$ cat src/rtl/tick_debounce_repeat.sv
// Multi-channel pushbutton conditioner: 2-FF sync, tick-based debounce,
// press/release pulses and tick-timed auto-repeat while a button is held.
module tick_debounce_repeat #(
  parameter int unsigned NBTN         = 4,
  parameter int unsigned STABLE       = 4,
  parameter int unsigned REPEAT_DELAY = 16,
  parameter int unsigned REPEAT_RATE  = 4
) (
  input  logic            clk,
  input  logic            rst_n,
  input  logic            tick,
  input  logic [NBTN-1:0] btn_raw,
  output logic [NBTN-1:0] btn_level,
  output logic [NBTN-1:0] btn_press,
  output logic [NBTN-1:0] btn_release
);

  localparam int unsigned CW   = $clog2(STABLE + 1);
  localparam int unsigned RMAX = (REPEAT_DELAY > REPEAT_RATE) ? REPEAT_DELAY : REPEAT_RATE;
  localparam int unsigned RW   = $clog2(RMAX + 1);

  localparam logic [CW-1:0] ST_LAST = CW'(STABLE - 1);
  localparam logic [RW-1:0] RD_LAST = RW'((REPEAT_DELAY == 0) ? 0 : REPEAT_DELAY - 1);
  localparam logic [RW-1:0] RR_LAST = RW'(REPEAT_RATE - 1);

  localparam logic [1:0] S_IDLE   = 2'd0;
  localparam logic [1:0] S_DELAY  = 2'd1;
  localparam logic [1:0] S_REPEAT = 2'd2;
  localparam logic [1:0] S_HOLD   = 2'd3;

  logic [NBTN-1:0] sync1_q, sync2_q;
  logic [NBTN-1:0] level_d, press_d, release_d;
  logic [NBTN-1:0] rise_c, fall_c;
  logic [CW-1:0]   cnt_q   [NBTN];
  logic [CW-1:0]   cnt_d   [NBTN];
  logic [1:0]      state_q [NBTN];
  logic [1:0]      state_d [NBTN];
  logic [RW-1:0]   rcnt_q  [NBTN];
  logic [RW-1:0]   rcnt_d  [NBTN];

  // State registers; everything clears on a synchronous reset.
  always_ff @(posedge clk) begin
    if (!rst_n) begin
      sync1_q     <= '0;
      sync2_q     <= '0;
      btn_level   <= '0;
      btn_press   <= '0;
      btn_release <= '0;
      for (int i = 0; i < int'(NBTN); i++) begin
        cnt_q[i]   <= '0;
        state_q[i] <= S_IDLE;
        rcnt_q[i]  <= '0;
      end
    end else begin
      sync1_q     <= btn_raw;
      sync2_q     <= sync1_q;
      btn_level   <= level_d;
      btn_press   <= press_d;
      btn_release <= release_d;
      for (int i = 0; i < int'(NBTN); i++) begin
        cnt_q[i]   <= cnt_d[i];
        state_q[i] <= state_d[i];
        rcnt_q[i]  <= rcnt_d[i];
      end
    end
  end

  // Debounce, edge detection and repeat sequencing per channel.
  always_comb begin
    level_d   = btn_level;
    press_d   = '0;
    release_d = '0;
    rise_c    = '0;
    fall_c    = '0;
    for (int i = 0; i < int'(NBTN); i++) begin
      cnt_d[i]   = cnt_q[i];
      state_d[i] = state_q[i];
      rcnt_d[i]  = rcnt_q[i];

      if (sync2_q[i] == btn_level[i]) begin
        cnt_d[i] = '0;
      end else if (tick) begin
        if (cnt_q[i] == ST_LAST) begin
          level_d[i] = sync2_q[i];
          cnt_d[i]   = '0;
          rise_c[i]  = sync2_q[i];
          fall_c[i]  = !sync2_q[i];
        end else begin
          cnt_d[i] = cnt_q[i] + 1'b1;
        end
      end

      case (state_q[i])
        S_IDLE: begin
          if (rise_c[i]) begin
            press_d[i] = 1'b1;
            rcnt_d[i]  = '0;
            state_d[i] = (REPEAT_DELAY == 0) ? S_HOLD : S_DELAY;
          end
        end
        S_DELAY: begin
          if (tick) begin
            if (rcnt_q[i] == RD_LAST) begin
              press_d[i] = 1'b1;
              rcnt_d[i]  = '0;
              state_d[i] = S_REPEAT;
            end else begin
              rcnt_d[i] = rcnt_q[i] + 1'b1;
            end
          end
        end
        S_REPEAT: begin
          if (tick) begin
            if (rcnt_q[i] == RR_LAST) begin
              press_d[i] = 1'b1;
              rcnt_d[i]  = '0;
            end else begin
              rcnt_d[i] = rcnt_q[i] + 1'b1;
            end
          end
        end
        default: begin
        end
      endcase

      // A debounced fall overrides any repeat expiring on the same edge.
      if (fall_c[i]) begin
        release_d[i] = 1'b1;
        press_d[i]   = 1'b0;
        rcnt_d[i]    = '0;
        state_d[i]   = S_IDLE;
      end
    end
  end

endmodule

$ cat config.mk
export PLATFORM = sky130hd
export DESIGN_NAME = tick_debounce_repeat
export DESIGN_NICKNAME = d
export VERILOG_FILES = /design/src/rtl/tick_debounce_repeat.sv
export SDC_FILE = /design/constraint.sdc
export NUM_CORES = 1
export LEC_CHECK = 0
export ABC_AREA = 1
export BUFFER_PORTS_ARGS = -buffer_cell sky130_fd_sc_hd__buf_2
export CORE_MARGIN = 4
export CORE_UTILIZATION = 55
export DETAILED_ROUTE_END_ITERATION = 10
export GPL_ROUTABILITY_DRIVEN = 0
export PLACE_DENSITY = 0.73
export SLEW_MARGIN = 30
export SYNTH_ARGS = -nofsm -noshare
export SYNTH_HDL_FRONTEND = slang
export SYNTH_SLANG_ARGS = --single-unit
export TNS_END_PERCENT = 100
$ cat constraint.sdc
create_clock -name clk -period 1.5 [get_ports clk]
set_input_delay 0.3 -clock clk [delete_from_list [all_inputs] [get_ports clk]]
set_output_delay 0.3 -clock clk [all_outputs]
set_load 0.01 [all_outputs]
Yosys cells after proc, flatten, opt, wreduce, memory -nomap -nowiden:

Memory sizes are Yosys's and may differ from the RTL's.
Index checks and enable logic that the tools add are counted.

* add/sub/neg operators: 8
* eq/ne operators: 24
* multiplexer cells: 126
* bitwise logic cells: 17
* reduce and logical (&&, ||, !) cells: 16

Operators by type and width (count)
* two-way mux 5 bit: 28
* case mux 5 bit (3 select lines): 4
* two-way mux 1 bit: 50
* two-way mux 3 bit: 16
* two-way mux 2 bit: 20
* adder 5 x 1 -> 5 bit (second input constant): 4
* == test 5 x 2 -> 1 bit (second input constant): 4
* == test 5 x 4 -> 1 bit (second input constant): 4
* case mux 2 bit (2 select lines): 4
* adder 3 x 1 -> 3 bit (second input constant): 4
* == test 3 x 2 -> 1 bit (second input constant): 4
* bitwise OR 1 bit: 12
* case mux 1 bit (3 select lines): 4
* AND reduction 3 bit: 4
* == test 2 x 1 -> 1 bit (second input constant): 4
* == test 2 bit (second input constant): 4
* logical NOT 2 bit: 4
* OR reduction 2 bit: 4
* inverter 1 bit: 5
* == test 1 bit: 4
* logical NOT 1 bit: 4

* bits in registers: 20
* memory bits (writable): 40
* bits of input ports: 7
* output and inout port bits: 12
* word-level logic and storage cells: 205
* memories kept: 3

Memory list
* rcnt_q: depth 4, bits a word 5, read ports 4, clocked after Yosys merged registers in 0, wr ports 4, RTL line 38 `logic [RW-1:0] rcnt_q [NBTN];`
* cnt_q: depth 4, bits a word 3, read ports 4, clocked after Yosys merged registers in 0, wr ports 4, RTL line 34 `logic [CW-1:0] cnt_q [NBTN];`
* state_q: depth 4, bits a word 2, read ports 4, clocked after Yosys merged registers in 0, wr ports 4, RTL line 36 `logic [1:0] state_q [NBTN];`

Depth between registers and ports, before layout:

Gate-level depths: netlist of run 1.

* depth in word-level cells: 8
* mapped depth: 11

Worst setup path after synthesis of run 1:

No wires, ideal clock.

* kind: register -> register
* start: mem rcnt_q[0][0] in the netlist's numbering
* end: mem state_q[0][0]
* data arrival time: 1.314 ns
* required time: 1.377 ns
* setup slack: 0.063 ns
* cell stages (with the launch flop): 10
* path buffers: 0
* clock period less this slack: 1.437 ns
* cell sequence: dfxtp_1 -> ha_1 -> nand2_1 -> nor2_1 -> ha_1 -> nor2_1 -> a21oi_1 -> nand3_1 -> nand2_1 -> a21oi_1

RTL lines (RTL line)
* start: declaration: 38
* end: declaration: 36

==> results of run 1 <==
cell usage in the layout (no fill, tap or decap), types with 8 or more instances in the layout:
cell type	instances
buf_4	28
ha_1	20
inv_1	70
buf_2	18
nor2_2	8
clkbuf_8	13
nor2_1	51
dfxtp_1	46
nand2_1	112
dfxtp_2	12
nand3_1	29
a21oi_1	29
a211oi_1	8
layout make-up:
class	count	area [um2]	share of cell area [%]
well taps	75	93.8	2.26
clock buffers	14	183	4.41
clock inverters	1	5.00	0.121
repair buffers	46	300	7.24
inverters	79	300	7.24
multi-input cells	338	2040	49.2
flip-flops and latches	60	1220	29.5
metal layers:
layer / vias to the layer above / part of all wire (%)
met2: 54 / 46
li1: 1631 / -
met5: - / 0
met3: 16 / 3.4
met4: 0 / 2.3
met1: 1402 / 48
worst min-delay path, stage by stage:
cell and delay [ns]:
buf_2 0.07, nand2_1 0.04, inv_1 0.04
Yosys cell counts (all sizes together):
cell,n,share of area (%)
xnor2,1,0.26
and2,1,0.19
inv,78,8.7
nand4,6,1.1
nand2,117,13
nand3b,2,0.45
and3,1,0.19
o2111ai,2,0.52
o21a,1,0.22
nor3,4,0.60
clkinv,1,0.15
a211oi,8,1.8
xor2,4,1.0
clkbuf,2,0.22
nand3,36,6.2
a31oi,1,0.19
o21ai,20,3.3
a21oi,33,5.0
or2,4,0.75
o21bai,2,0.45
buf,4,0.78
ha,30,11
nor2,64,7.7
dfxtp,60,36
logic make-up after synthesis:
family | Yosys count | share of synthesized area [%]
adder cells (fa/ha/maj) | 30 | 11.2
flip-flops | 60 | 35.8
AND/OR/NAND/NOR | 235 | 30.3
XOR/XNOR | 5 | 1.30
buffers and inverters | 85 | 9.88
AO/OA/AOI/OAI | 67 | 11.5
sequential cells by signal, indices dropped and copies added (netlist names):
signal / flops
state_q: 8
sync1_q: 4
btn_press: 4
cnt_q: 12
btn_level: 4
rcnt_q: 20
btn_release: 4
sync2_q: 4
per-stage QoR:
step,cell area [um2],cells
floorplan,3360,482
global placement,3690,593
detailed placement,3690,593
CTS,3890,608
global route,4150,613
finish,4150,613
repair_timing:
item,CTS,global route
gates cloned,0,1
resized for setup,4,66
setup buffers,0,4
pin swaps,0,19
setup endpoints to repair,3,26
worst paths after layout:
kind | start | to | slack [ns] | cells after the start
max | state_q[0][0] | rcnt_q[0][2] | 0.04 | 7
min | btn_raw[1] | sync1_q[1] | 0.15 | 3
max reg2reg | state_q[0][0] | rcnt_q[0][2] | 0.04 | 7
min reg2reg | sync1_q[1] | sync2_q[1] | 0.42 | 2
power by group through the flow:
stage               Combinational, W  Sequential, W  Clock (W)
global placement            0.000649        0.00178          0
finish                      0.000715        0.00175    0.00137
global route                0.000815        0.00176    0.00148
CTS                         0.000670        0.00174    0.00140
detailed placement          0.000666        0.00178          0
floorplan                   0.000496        0.00177          0
==> results.tsv, run 1 <==
stage	metric	value	unit
timing	rsz0062_at_grt	yes	
die	io_pins	19	
grt	grt_pass1_vias	2953	
yosys	synthesis.nets	519	
timing	worstMarginPinSlew	0.252	ns
grt	grtUsageMet3	4.03	%
grt	grt_pass1_wl	12300	um
yosys	ys_seq_area_share	35.8	%
power	p_total	0.00384	W
grt	use_met2	34.6	%
timing	setup_tns	0	ns
grt	grt_util_met1	25.4	%
clock_network	h-tree-depth	3	
routing	wire_per_inst	12.2	um
setup_path	path_delay_family	simple AND/OR/NAND/NOR gates	
yosys	synth_seq_cells	60	
clock_network	clk_pin_slew	0.07	ns
yosys	synthDistinctLibCells	34	
routing	wirelength	7470	um
die	die-area	7410	um2
power	pwr_density_cell	925	nW/um2
timing	maxSlewHeadroom	83.2	%
timing	fin_hold_ws	0.146	ns
routing	drt_first_pass_iters	4	
setup_path	cp.required	1.74	ns
setup_path	path_buf_inv	1	
timing	setup_violations	0	
outcome	status	complete, no violations	
die	fp.dieW	86.1	um
grt	grt-ovfl-total	0	
cells_and_area	drive_gt1_share	24.9	%
clock_network	insertion_delay	0.33	ns
cells_and_area	nFillCells	481	
yosys	postSynthAreaPerCell	6.96	um2
flow_run	cap_viol_max_count	0	
clock_network	holdBufCountCts	0	
setup_path	worstSetupEndpointType	flip-flop	
timing	finalCriticalPeriod	1.46	ns
timing	finalCritPeriodShare	97.5	%
die	start_util	56.7	%
power	p_leak	1.88	nW
cells_and_area	areaGrowthSynthToFinish	23.5	%
clock_network	cts_tree	yes	
placement	port_buffers	18	
cells_and_area	fin_util	70.0	%
setup_path	start_kind	flip-flop	
power	combPwrFrac	18.6	%
setup_path	critPathKind	reg -> reg	
die	fp.dieH	86.1	um
die	std_cell_rows	28	
power	power_frac_clock	35.8	%
grt	grt_busiest_layer	met2	
routing	routed_via_density	5.06	
placement	dp_slack	-0.0458	ns
power	intPower	0.00272	W
cells_and_area	n_antenna_cell	0	
timing	layout_setup_ws	0.0378	ns
grt	grt_antenna_before_repair	0	
worst_hold_path	min_path_type	in -> reg	
power	vdd_drop_max	0.624	mV
timing	hold_violations	0	
setup_path	crit_top_cell	nand2_1	
die	core_area	5920	um2
setup_path	path_cells	inv_1 > ha_1 > and3_1 > nand2_1 > nand3_1 > nand2_1 > nor2_1	
routing	ant_nets	0	
timing	skew	0.00697	ns
placement	hpwlAfterDp	5070	um
power	swShare	29.1	%
timing	slew_violations	0	
routing	vias	3103	
yosys	syn-instance-count	482	
setup_path	slowest_delay	0.39	ns
power	seqPwrFrac	45.5	%
yosys	yosysWarnings	0	
clock_network	cts_buffers	9	
power	p_switching	0.00112	W
setup_path	crit_fanout	5	
timing	fmax	684	MHz
clock_network	clockBufferDepth	2	
grt	grt_max_degree	10	
clock_network	clockRootBuffer	clkbuf_8	
cells_and_area	nets	571	
setup_path	slowest_stage	dfxtp_1	
routing	drtIter0Drc	140	
clock_network	clock-sinks	60	
grt	grtUsageTotal	20.4	%
setup_path	cp_data_arrival_time	1.70	ns
routing	drc	0	
yosys	syn_area	3360	um2
Note: power is estimated with default switching activity, not from simulation.
==> run 2: changes to the inputs <==
--- a/config.mk
+++ b/config.mk
@@ -12,6 +12,7 @@
 export DETAILED_ROUTE_END_ITERATION = 10
 export GPL_ROUTABILITY_DRIVEN = 0
 export PLACE_DENSITY = 0.73
+export RECOVER_POWER = 25
 export SLEW_MARGIN = 30
 export SYNTH_ARGS = -nofsm -noshare
 export SYNTH_HDL_FRONTEND = slang
==> run 2 against run 1 <==
  * Setup slack about the same
  * Combinational power about the same
  * Clock power about the same
  * Highest routed layer unchanged
  * Global-route usage unchanged
  * Critical path type unchanged
  * Sequential share of layout area up 0.18 points
  * Critical path depth unchanged
==> results.tsv, run 2 (synthesized netlist as in run 1, its figures left out) <==
stage	metric	value	unit
timing	maxSlewHeadroom	75.6	%
timing	rsz0062_at_grt	yes	
power	vdd_drop_max	0.624	mV
cells_and_area	layout_common_cells	nand2_1, inv_1, nor2_1, dfxtp_1	
clock_network	clk_pin_slew	0.07	ns
routing	routed_via_density	5.06	
grt	grt_pass1_wl	12300	um
cells_and_area	top_regs	rcnt_q x20, cnt_q x12, state_q x8	
die	fp.dieW	86.1	um
setup_path	start_kind	flip-flop	
setup_path	worstSetupEndpointType	flip-flop	
power	p_total	0.00383	W
routing	wire_per_inst	12.2	um
die	fp.dieH	86.1	um
routing	drt_first_pass_iters	4	
grt	grtUsageTotal	20.4	%
setup_path	reg2regPathDepth	7	
grt	grt_pass1_vias	2953	
clock_network	insertion_delay	0.33	ns
timing	setup_violations	0	
placement	placed_cell_area	3690	um2
cells_and_area	mostFrequentLayoutCell	nand2_1	
outcome	status	complete, no violations	
clock_network	clockRootBuffer	clkbuf_8	
setup_path	critPathKind	reg -> reg	
flow_run	cap_viol_max_count	0	
routing	drtIter0Drc	115	
die	die-area	7410	um2
timing	finalCriticalPeriod	1.46	ns
clock_network	holdBufCountCts	0	
setup_path	cp.required	1.74	ns
worst_hold_path	hold_depth	3	
clock_network	cts_tree	yes	
timing	fmax	684	MHz
power	p_leak	1.86	nW
routing	ant_nets	0	
timing	hold_violations	0	
timing	slew_violations	0	
clock_network	clockBufferDepth	2	
die	io_pins	19	
routing	vias	3100	
timing	finalCritPeriodShare	97.5	%
timing	fin_hold_ws	0.148	ns
power	pwr_density_cell	930	nW/um2
cells_and_area	largest_reg_flops	20	
placement	port_buffers	18	
grt	grt_antenna_before_repair	0	
clock_network	h-tree-depth	3	
cells_and_area	largest_register	rcnt_q	
routing	drc	0	
cells_and_area	nFillCells	489	
die	std_cell_rows	28	
grt	grt-ovfl-total	0	
cells_and_area	fin_util	69.6	%
cells_and_area	areaGrowthSynthToFinish	22.8	%
worst_hold_path	min_path_type	in -> reg	
grt	grt_max_degree	10	
cells_and_area	stdcell_area	4120	um2
placement	hpwlAfterDp	5070	um
timing	worstMarginPinSlew	0.366	ns
clock_network	clock-sinks	60	
die	start_util	56.7	%
timing	skew	0.00687	ns
setup_path	crit_fanout	5	
routing	wirelength	7460	um
cells_and_area	nets	571	
cells_and_area	drive_gt1_share	23.6	%
setup_path	cp_data_arrival_time	1.70	ns
cells_and_area	n_antenna_cell	0	
die	core_area	5920	um2
clock_network	cts_buffers	9	
==> run 2: final timing paths <==
path	start	end	slack, ns
worst max-delay path	state_q[0][0]	rcnt_q[0][2]	0.04
worst min-delay path	btn_raw[1]	sync1_q[1]	0.15
worst max register to register	state_q[0][0]	rcnt_q[0][2]	0.04
worst min register to register	sync1_q[1]	sync2_q[1]	0.42
==> run 2: repair_timing <==
item,CTS,global route
resized for setup,4,66
pin swaps,0,19
setup buffers,0,4
gates cloned,0,1
hold endpoints to repair,0,0
endpoints found under the setup margin,3,26
==> run 2: critical path, cell delays in order (launching register included) <==
cell,delay [ns]
dfxtp_1,0.39
inv_1,0.08
ha_1,0.39
and3_1,0.22
nand2_1,0.09
nand3_1,0.08
nand2_1,0.07
nor2_1,0.04
==> run 2: per-stage QoR <==
stage	worst slack, ns	setup TNS [ns]	cells
6_report	0.0380	0	613
5_1_grt	-0.0747	-0.374	613
4_1_cts	-0.00272	-0.00272	608
3_5_place_dp	-0.0458	-0.0704	593
3_3_place_gp	0.0173	0	593
2_1_floorplan	0.0630	0	482
==> run 2: layout make-up <==
class	count	area, um2	share of cell area, %
Multi-Input combinational cell	338	2030	49.2
Sequential cell	60	1220	29.7
Inverter	79	300	7.29
Timing Repair Buffer	46	288	6.98
Clock buffer	14	183	4.43
Tap cell	75	93.8	2.28
Clock inverter	1	5.00	0.121
==> run 2: routing by layer <==
layer | GRT usage, % | vias to the layer above | routed length, um
met1 | 25.4 | 1402 | 3540
met4 | 7.91 | 0 | 170
met3 | 4.03 | 16 | 263
met2 | 34.6 | 53 | 3490
li1 | - | 1629 | -
met5 | 0 | - | 0
==> run 2: power breakdown <==
group / internal, W / switching (W) / leakage [nW] / total (W)
Sequential: 0.00168 / 0.0000687 / 0.493 / 0.00175
Combinational: 0.000269 / 0.000442 / 1.27 / 0.000712
Clock: 0.000770 / 0.000603 / 0.0986 / 0.00137
Total: 0.00272 / 0.00111 / 1.86 / 0.00383
==> run 3: changes to the inputs <==
--- a/config.mk
+++ b/config.mk
@@ -5,8 +5,8 @@
 export SDC_FILE = /design/constraint.sdc
 export NUM_CORES = 1
 export LEC_CHECK = 0
-export ABC_AREA = 1
 export BUFFER_PORTS_ARGS = -buffer_cell sky130_fd_sc_hd__buf_2
+export CAP_MARGIN = 20
 export CORE_MARGIN = 4
 export CORE_UTILIZATION = 55
 export DETAILED_ROUTE_END_ITERATION = 10
==> run 3 against run 2 <==
  * The run now ends with negative setup slack left
  * Setup slack worse by 0.29 ns
  * Flip-flop and latch count unchanged
  * Combinational power down 33%
  * First-iteration DRC count up 90%
  * Critical path depth up 3
  * Largest cell class unchanged
  * Largest power group unchanged
  * Sequential share of layout area down 4.3 points
  * Die area down 3.9%
  * Global-route usage up 3.3 points
==> results.tsv, run 3 <==
stage	metric	value	unit
power	p_leak	1.99	nW
die	fp.dieH	84.4	um
routing	wire_per_inst	17.9	um
cells_and_area	areaGrowthSynthToFinish	52.1	%
flow_run	cap_viol_max_count	0	
die	io_pins	19	
cells_and_area	drive_gt1_share	48.6	%
routing	wirelength	10100	um
yosys	postSynthAreaPerCell	8.73	um2
clock_network	insertion_delay	0.35	ns
clock_network	cts_buffers	9	
yosys	yosysWarnings	0	
routing	drt_first_pass_iters	5	
grt	grtUsageTotal	23.7	%
yosys	synthTopCellsByCount	dfxtp_1, nand2_1, nor2_1, ha_1, a21oi_1	
clock_network	clockRootBuffer	clkbuf_8	
grt	grt_max_degree	13	
outcome	failed_checks	negative setup slack	
power	pwr_density_cell	740	nW/um2
setup_path	critPathKind	reg -> reg	
timing	rsz0062_at_grt	yes	
die	core_area	5570	um2
cells_and_area	n_antenna_cell	0	
timing	worstMarginPinSlew	0.471	ns
setup_path	worstSetupEndpointType	flip-flop	
yosys	synthesis.nets	405	
die	start_util	57.6	%
timing	layout_setup_ws	-0.250	ns
timing	maxSlewHeadroom	68.6	%
yosys	synth_top_cell_by_area	dfxtp_1	
yosys	synthArstFlopShare	0	%
cells_and_area	top_regs	rcnt_q x20, cnt_q x12, state_q x8	
die	fp.dieW	84.4	um
grt	grt_antenna_before_repair	0	
outcome	status	complete, but fails checks	
grt	grt_pass1_wl	13800	um
placement	port_buffers	18	
timing	finalCritPeriodShare	117	%
cells_and_area	largest_reg_flops	20	
clock_network	h-tree-depth	3	
cells_and_area	mostFrequentLayoutCell	buf_4	
yosys	syn_area	3210	um2
yosys	ys_seq_area_share	37.4	%
yosys	ys.flop_type	dfxtp_1	
yosys	synth_seq_cells	60	
routing	drc	0	
timing	skew	0.00536	ns
clock_network	cts_tree	yes	
timing	finalCriticalPeriod	1.75	ns
yosys	yosys-top-cells-area	dfxtp_1, ha_1, a21oi_1, mux2i_1, nand2_1	
setup_path	crit_fanout	3	
routing	ant_nets	0	
clock_network	holdBufCountCts	0	
grt	grt_pass1_vias	3118	
die	die-area	7130	um2
die	std_cell_rows	27	
routing	drtIter0Drc	218	
cells_and_area	layout_common_cells	buf_4, dfxtp_1, nor2_1, nand2_1, a21oi_1	
setup_path	cp_data_arrival_time	2.03	ns
cells_and_area	stdcell_area	4880	um2
routing	vias	3305	
clock_network	clk_pin_slew	0.07	ns
yosys	synthDistinctLibCells	56	
setup_path	start_kind	flip-flop	
placement	hpwlAfterDp	5620	um
setup_path	cp.required	1.78	ns
placement	placed_cell_area	4150	um2
timing	slew_violations	0	
timing	setup_violations	22	
yosys	syn-instance-count	368	
cells_and_area	nets	524	
clock_network	clockBufferDepth	2	
yosys	synth.most_common_cell	dfxtp_1	
routing	routed_via_density	5.86	
cells_and_area	largest_register	rcnt_q	
power	vdd_drop_max	1.03	mV
power	p_total	0.00362	W
clock_network	clock-sinks	60	
grt	grt-ovfl-total	0	
timing	fmax	571	MHz
yosys	yosys.area.top_type_share	37.4	%
yosys	synth-edff-count	0	
timing	hold_violations	0	
worst_hold_path	min_path_type	in -> reg	
[run 3: layout make-up]
cell class	instances	area, um2
multi-input combinational	276	2380
sequential	60	1240
timing repair buffer	117	875
fill	256	689
clock buffer	9	124
inverter	23	96.3
tap	72	90.1
clock inverter	7	75.1
[run 3: stage by stage]
stage	TNS (ns)	worst slack (ns)	utilization [%]	cells	hold WS [ns]
floorplan	-0.793	-0.145	-	368	0.410
global placement	-1.53	-0.141	74.5	530	0.416
detailed placement	-2.46	-0.225	74.5	530	0.420
CTS	-1.69	-0.226	82.7	554	0.148
global route	-4.17	-0.363	87.6	564	0.164
finish	-2.39	-0.250	87.6	564	0.151
[run 3: power by group]
group	leakage, nW	switching [W]	internal [W]	total, W
Combinational	1.39	0.000265	0.000215	0.000480
Sequential	0.497	0.0000242	0.00161	0.00163
Clock	0.100	0.000727	0.000775	0.00150
[run 3: final timing paths]
path	start	end	slack (ns)	depth (start not counted)
worst min-delay path	btn_raw[0]	sync1_q[0]	0.15	2
worst max register to register	rcnt_q[3][1]	rcnt_q[3][1]	-0.25	10
worst max-delay path	rcnt_q[3][1]	rcnt_q[3][1]	-0.25	10
worst min register to register	sync1_q[2]	sync2_q[2]	0.44	1
[run 3: kinds of logic after synthesis]
kind of cell	share of synthesized area, %
compound gates	16.1
buf+inv	4.05
mux	3.74
flops	37.4
simple gates	27.1
fa+ha+maj	11.7
[run 3: layer usage]
layer / routed length, um / GRT usage, % / vias to the layer above
met5: 0 / 0 / -
li1: - / - / 1541
met1: 4110 / 27.3 / 1594
met3: 578 / 5.79 / 34
met4: 355 / 7.48 / 0
met2: 5040 / 42.9 / 136
[run 3: repair_timing]
item	in CTS	in global routing
setup endpoints to repair	27	32
resized for setup	47	57
pin swaps	34	43
setup buffers	8	13
[run 3: critical path, stage by stage (launching register included)]
cell     delay, ns
dfxtp_2       0.34
ha_4          0.16
nand3_2       0.08
inv_2         0.05
ha_4          0.15
and3b_1       0.21
a31o_1        0.15
buf_4         0.13
nand2_1       0.04
or2_1         0.23
a21oi_2       0.14
